**config.mk**
```make
export PLATFORM = sky130hd
export DESIGN_NAME = mc_control32
export DESIGN_NICKNAME = d
export VERILOG_FILES = /design/src/rtl/mc_control32.sv
export SDC_FILE = /design/constraint.sdc
export NUM_CORES = 1
export LEC_CHECK = 0
export BUFFER_PORTS_ARGS = -buffer_cell sky130_fd_sc_hd__buf_2
export CAP_MARGIN = 25
export CORE_ASPECT_RATIO = 0.5
export CORE_MARGIN = 2
export CORE_UTILIZATION = 25
export DETAILED_ROUTE_END_ITERATION = 12
export PLACE_DENSITY = 0.49
export SLEW_MARGIN = 25
export SYNTH_ARGS = -nofsm -noshare
export SYNTH_HDL_FRONTEND = slang
export SYNTH_SLANG_ARGS = --single-unit
```
**constraint.sdc**
```tcl
create_clock -name clock -period 2.4 [get_ports clock]
set_clock_uncertainty 0.05 [all_clocks]
set_input_delay 0.48 -clock clock [delete_from_list [all_inputs] [get_ports clock]]
set_output_delay 0.48 -clock clock [all_outputs]
set_load 0.03 [all_outputs]
```
**src/rtl/mc_control32.sv**
```systemverilog
// ---------------------------------------------------------------------------
// mc_control32 -- multi-cycle sequencer for the Minisys-1 32-bit datapath
//
// Steps each instruction through IF -> ID -> EX -> MEM -> WB.  Each
// instruction uses only the states it needs.  Outputs are Moore-decoded from
// the current state plus the instruction fields and the ALU flags.  RAM
// accesses wait on mem_ready.  IO accesses hold their strobe for a fixed
// IO_WAIT cycles.
//
// Parameters
//   IO_WAIT          cycles an IO strobe is held (1..15)
//   IO_HIGH          ALUOut[31:10] value that selects IO space instead of RAM
//
// Optional feature (macro MC_RETIRE_COUNT_EN)
//   When defined, adds retire_cnt, a wrapping count of retired instructions.
//   An instruction retires when the sequencer returns to IF from any other
//   state, unless it returns because of an illegal opcode.
//
// Ports
//   clock            system clock, rising edge
//   reset            synchronous active-low reset; all outputs forced to 0
//   Opcode           IR[31:26], valid from ID onward
//   Function_opcode  IR[5:0]
//   Alu_resultHigh   ALUOut[31:10], valid in MEM
//   Zero             ALU zero flag, valid in EX
//   mem_ready        RAM fetch/data access complete
//   PCWrite          load PC
//   PCSource         00 PC+4, 01 ALUOut, 10 jump target, 11 rs
//   IRWrite          load IR
//   IorD             0 instruction address, 1 data address
//   MemRead/MemWrite RAM strobes
//   IORead/IOWrite   IO strobes
//   ALUSrcA          0 PC, 1 rs
//   ALUSrcB          00 rt, 01 const 4, 10 ext imm, 11 imm<<2
//   ALUOp            00 add, 01 subtract, 10 function/opcode decode
//   RegWrite         register file write enable
//   RegDST           00 rt, 01 rd, 10 $31
//   MemIOtoReg       00 ALUOut, 01 MDR, 10 PC (jal link)
//   illegal          one-cycle pulse on an undecodable opcode
//   retire_cnt       retired instruction count (MC_RETIRE_COUNT_EN only)
//   state            current state, for debug
// ---------------------------------------------------------------------------
module mc_control32 #(
    parameter int unsigned IO_WAIT = 2,
    parameter logic [21:0] IO_HIGH = 22'h3FFFFF
) (
    input  logic        clock,
    input  logic        reset,
    input  logic [5:0]  Opcode,
    input  logic [5:0]  Function_opcode,
    input  logic [21:0] Alu_resultHigh,
    input  logic        Zero,
    input  logic        mem_ready,
    output logic        PCWrite,
    output logic [1:0]  PCSource,
    output logic        IRWrite,
    output logic        IorD,
    output logic        MemRead,
    output logic        MemWrite,
    output logic        IORead,
    output logic        IOWrite,
    output logic        ALUSrcA,
    output logic [1:0]  ALUSrcB,
    output logic [1:0]  ALUOp,
    output logic        RegWrite,
    output logic [1:0]  RegDST,
    output logic [1:0]  MemIOtoReg,
    output logic        illegal,
`ifdef MC_RETIRE_COUNT_EN
    output logic [31:0] retire_cnt,
`endif
    output logic [2:0]  state
);

    typedef enum logic [2:0] {
        S_IF  = 3'd0,
        S_ID  = 3'd1,
        S_EX  = 3'd2,
        S_MEM = 3'd3,
        S_WB  = 3'd4
    } state_e;

    // Terminal value of the IO wait counter.  The counter starts at 0 on
    // entry to MEM, so the strobe is held for exactly IO_WAIT cycles.
    localparam logic [3:0] IO_LAST = 4'(IO_WAIT - 1);

    state_e     state_q, state_d;
    logic [3:0] ioCnt_q, ioCnt_d;

    // Instruction class decode.  This is the same opcode/function decode as
    // the single-cycle controller, reduced to the classes the sequencer needs.
    logic isRType, isJr, isJ, isJal, isIType;
    logic isLw, isSw, isBeq, isBne, goesToEx;
    logic ioSpace;

    always_comb begin
        isRType  = (Opcode == 6'b000000);
        isJr     = isRType && (Function_opcode == 6'b001000);
        isJ      = (Opcode == 6'b000010);
        isJal    = (Opcode == 6'b000011);
        isIType  = (Opcode[5:3] == 3'b001);
        isLw     = (Opcode == 6'b100011);
        isSw     = (Opcode == 6'b101011);
        isBeq    = (Opcode == 6'b000100);
        isBne    = (Opcode == 6'b000101);
        goesToEx = (isRType && !isJr) || isIType || isLw || isSw
                   || isBeq || isBne;
        ioSpace  = (Alu_resultHigh == IO_HIGH);
    end

    // Next-state and output decode.  Every output defaults to 0 and is only
    // raised inside the state that needs it.  Wrapping the whole case in the
    // reset test forces all outputs low while reset is asserted.  It also
    // drops a RAM or IO strobe in the same cycle that reset falls.
    always_comb begin
        state_d    = state_q;
        ioCnt_d    = '0;
        PCWrite    = 1'b0;
        PCSource   = 2'b00;
        IRWrite    = 1'b0;
        IorD       = 1'b0;
        MemRead    = 1'b0;
        MemWrite   = 1'b0;
        IORead     = 1'b0;
        IOWrite    = 1'b0;
        ALUSrcA    = 1'b0;
        ALUSrcB    = 2'b00;
        ALUOp      = 2'b00;
        RegWrite   = 1'b0;
        RegDST     = 2'b00;
        MemIOtoReg = 2'b00;
        illegal    = 1'b0;
        state      = 3'd0;

        if (!reset) begin
            state_d = S_IF;
        end else begin
            state = state_q;
            unique case (state_q)
                S_IF: begin
                    // The ALU computes PC+4 while the fetch is in flight.
                    MemRead = 1'b1;
                    ALUSrcB = 2'b01;
                    if (mem_ready) begin
                        IRWrite = 1'b1;
                        PCWrite = 1'b1;
                        state_d = S_ID;
                    end
                end

                S_ID: begin
                    // Precompute the branch target into ALUOut.  It is
                    // harmless for instructions that are not branches.
                    ALUSrcB = 2'b11;
                    if (isJ) begin
                        PCWrite  = 1'b1;
                        PCSource = 2'b10;
                        state_d  = S_IF;
                    end else if (isJr) begin
                        PCWrite  = 1'b1;
                        PCSource = 2'b11;
                        state_d  = S_IF;
                    end else if (isJal) begin
                        state_d = S_WB;
                    end else if (goesToEx) begin
                        state_d = S_EX;
                    end else begin
                        // The PC already advanced in IF.  The bad word is
                        // skipped, not retried.
                        illegal = 1'b1;
                        state_d = S_IF;
                    end
                end

                S_EX: begin
                    ALUSrcA = 1'b1;
                    if (isLw || isSw) begin
                        ALUSrcB = 2'b10;
                        ALUOp   = 2'b00;
                        state_d = S_MEM;
                    end else if (isBeq || isBne) begin
                        ALUSrcB  = 2'b00;
                        ALUOp    = 2'b01;
                        PCSource = 2'b01;
                        PCWrite  = (isBeq && Zero) || (isBne && !Zero);
                        state_d  = S_IF;
                    end else if (isIType) begin
                        ALUSrcB = 2'b10;
                        ALUOp   = 2'b10;
                        state_d = S_WB;
                    end else begin
                        ALUSrcB = 2'b00;
                        ALUOp   = 2'b10;
                        state_d = S_WB;
                    end
                end

                S_MEM: begin
                    IorD = 1'b1;
                    if (ioSpace) begin
                        // IO devices have no ready line, so mem_ready is
                        // ignored and the strobe is held for a fixed time.
                        IORead  = isLw;
                        IOWrite = !isLw;
                        if (ioCnt_q == IO_LAST) begin
                            state_d = isLw ? S_WB : S_IF;
                        end else begin
                            ioCnt_d = ioCnt_q + 4'd1;
                        end
                    end else begin
                        MemRead  = isLw;
                        MemWrite = !isLw;
                        if (mem_ready) begin
                            state_d = isLw ? S_WB : S_IF;
                        end
                    end
                end

                S_WB: begin
                    RegWrite = 1'b1;
                    state_d  = S_IF;
                    if (isJal) begin
                        // Link and jump happen in the same cycle.
                        RegDST     = 2'b10;
                        MemIOtoReg = 2'b10;
                        PCWrite    = 1'b1;
                        PCSource   = 2'b10;
                    end else if (isLw) begin
                        MemIOtoReg = 2'b01;
                    end else if (isRType) begin
                        RegDST = 2'b01;
                    end
                end

                default: begin
                    state_d = S_IF;
                end
            endcase
        end
    end

    // State register and IO wait counter.  The counter is cleared in every
    // state except an IO access in MEM, so it is always 0 on entry to MEM.
    always_ff @(posedge clock) begin
        if (!reset) begin
            state_q <= S_IF;
            ioCnt_q <= '0;
        end else begin
            state_q <= state_d;
            ioCnt_q <= ioCnt_d;
        end
    end

`ifdef MC_RETIRE_COUNT_EN
    logic [31:0] retireCnt_q, retireCnt_d;

    // Count returns to IF from any other state.  Returns caused by an
    // illegal opcode are not counted.  The count wraps naturally at 2^32.
    always_comb begin
        retireCnt_d = retireCnt_q;
        if (reset && (state_q != S_IF) && (state_d == S_IF) && !illegal) begin
            retireCnt_d = retireCnt_q + 32'd1;
        end
        retire_cnt = reset ? retireCnt_q : 32'd0;
    end

    // Retire counter register.
    always_ff @(posedge clock) begin
        if (!reset) begin
            retireCnt_q <= '0;
        end else begin
            retireCnt_q <= retireCnt_d;
        end
    end
`endif

endmodule
```
==> flow_summary.ini <==
[outcome]
status = finished, final reports clean

[layout]
fillCellCount = 364
seq_area_um2 = 141
areaGrowthSynthToFinish_pct = 55.5
insertedDiodeCount = 0
final_design_area_no_fill_um2 = 1360
finalNetCount = 223
drive_gt1_share_pct = 52.2
final_util_pct = 40.0
multiInputGateArea_um2 = 709

[worst_setup_path]
cpPeakStageDelay_ns = 0.53
slowest_stage = or4b_4
path_cells = buf_6 -> or4b_4 -> nor3_4 -> nor2_1 -> nor3_2 -> and3_1 -> buf_6
worstSetupPathType = in -> out
end_kind = output pin
regToRegSetupSlack_ns = 0.78
cp_max_fo = 3
required_ns = 1.87
startpoint_type = input pin
r2r_start = ioCnt_q[0]
critPathLaunch = Function_opcode[2]
cp.arrival_ns = 1.86
crit_top_cell = buf_6

[clocking]
cts_tree = yes
clkLatencyLatePin_ns = 0.22
hold_buffers = 0
clockBufferDepth = 2
post_cts_buffers = 0
cts_root_buffer = clkbuf_8
cts_made_buffers = 3
clock_sinks = 7
clkTransAtPathRegs_ns = 0.04
cts_htree_levels = 1

[min_path]
min_from = ioCnt_q[0]
hold_class = reg -> reg

[logic_synthesis]
yosys.area.top_type = dfxtp_1
syn_nets = 155
ys_seq_area_share_pct = 16.0
yosys-top-cells-area = dfxtp_1, nor2_1, nand2b_1
postSynth.topFlopCell = dfxtp_1
yosysTopAreaCellShare_pct = 16.0
postSynthAreaPerCell_um2 = 7.61
syn_inst = 115
synth_edf_count = 0
synthesis.area_um2 = 875
yosysWarnings = 0
synth-seq-cells = 7
synthArstFlopShare_pct = 0
yosysUniqueCellTypes = 51

[sta]
drv_slew = 0
finalWorstSetupSlack_ns = 0.0143
tightestPinTransition_ns = 0.343
rsz0062_at_grt = yes
post-route-period-util_pct = 99.4
setup_viol = 0
fin_hold_ws_ns = 0.417
max_slew_margin_pct = 77.1
fmax_mhz = 419
hold_viol_final = 0
min_period_ns = 2.39

[place]
post_dp_cell_area_um2 = 1280
dp_hpwl_mm = 2.22
gp_congestion = 0.765
pre_cts_ws_ns = -0.0333
io_buffer_count = 60

[grt]
grt_overflow = 0
grt_usage_pct = 13.7
antenna_found_initial = 0
grt_pass1_wl_mm = 4.34
grt_max_degree = 15
met2_usage_pct = 24.2
grt.met3_usage_pct = 3.26
top_usage_layer = met2
grt_pass1_vias = 995
grt_use_met1_pct = 17.4

[floorplanning]
die_area_um2 = 4020
core_um2 = 3400
ioPinCount = 61
num_rows = 15
initial_core_util_pct = 25.7
die_h_um = 45.8
die_width_um = 87.6

[route]
via_per_inst = 4.60
drc = 0
dr.first_iter.drc_count = 86
wl_per_cell_um = 11.6
first_pass_iters = 4
num_vias = 1071
routed_wl_mm = 2.70
antenna_left = 0

[power_and_ir_drop]
ir_worst_vdd_mv = 0.171
leakagePower_uw = 0.000659
power_density_nw_per_um2 = 325

[flow_run]
max_cap_viol_count = 0
==> critical path: cells and delay by family <==
| family | cells | cell delay [ns] |
|---|---|---|
| and+or+nand+nor | 5 | 1.15 |
| buffers and inverters | 2 | 0.22 |
==> cells in the mapped netlist (2+ instances only) <==
library cell  count
dfxtp_1           7
nand4_1           5
nor3b_1           3
nor4_1            3
o21ai_1           2
nand2b_1          7
inv_1             4
ha_1              2
nor2_1           14
nor3_1            5
clkbuf_8          2
buf_2             2
nor3_2            3
nor2_2            2
a21oi_1           4
xor2_1            3
nand2_1           9
and2_1            5
==> sequential cells by signal (all words and copies together) (netlist names) <==
register	cells
ioCnt_q	4
state_q	3
==> path summary, 6_finish.rpt <==
kind / to / depth (start not counted)
max reg2reg: state_q[2] / 5
min: ioCnt_q[0] / 1
min reg2reg: ioCnt_q[0] / 1
max: PCSource[1] / 7
==> where the power goes <==
part           internal, uW  switching (uW)
clock                   115            47.4
combinational          65.1            90.8
sequential              120            4.07
==> metal layers <==
metal	share of wire (%)	vias up
met4	0.48	0
met2	49	22
li1	-	555
met1	45	492
met3	5.1	2
met5	0	-
==> cell type report <==
type / count / share of cell area [%]
Inverter: 5 / 1.38
Sequential cell: 7 / 10.4
Timing Repair Buffer: 68 / 28.1
Multi-Input combinational cell: 98 / 52.2
Clock buffer: 4 / 3.31
Tap cell: 51 / 4.69
==> cells in the final DEF (no fill, tap or decap), types with 2 or more instances in the layout <==
cell | Yosys | layout
a21oi_1 | 4 | 4
and2_1 | 5 | 5
buf_2 | 2 | 56
buf_4 | 1 | 9
buf_6 | 0 | 3
clkbuf_8 | 2 | 3
dfxtp_1 | 7 | 6
ha_1 | 2 | 2
inv_1 | 4 | 4
nand2_1 | 9 | 9
nand2b_1 | 7 | 7
nand4_1 | 5 | 5
nor2_1 | 14 | 13
nor2_2 | 2 | 3
nor3_1 | 5 | 4
nor3_2 | 3 | 3
nor3b_1 | 3 | 3
nor4_2 | 0 | 3
o21ai_1 | 2 | 2
xor2_1 | 3 | 3
==> metrics by stage <==
| step | instances | power (uW) | TNS [ns] |
|---|---|---|---|
| 2_1_floorplan | 115 | 212 | -0.0643 |
| 3_3_place_gp | 229 | 276 | -0.0325 |
| 3_5_place_dp | 229 | 276 | -0.0632 |
| 4_1_cts | 233 | 447 | 0 |
| 5_1_grt | 233 | 472 | -0.0690 |
| 6_report | 233 | 442 | 0 |
==> kinds of logic (layout without fill, tap and decap cells) <==
kind of cell,Yosys count,after routing,synth area share (%)
mux,1,1,1.72
compound gates,21,21,18.5
flops,7,7,16.0
fa+ha+maj,2,2,2.86
simple gates,70,70,49.6
xor+xnor,4,4,4.01
buf+inv,10,77,7.30
==> timing repair <==
item,in CTS,in global routing
gates resized for setup,4,7
setup endpoints to repair,2,5
pin swaps,0,3
Power figures use the tool's default switching activity.
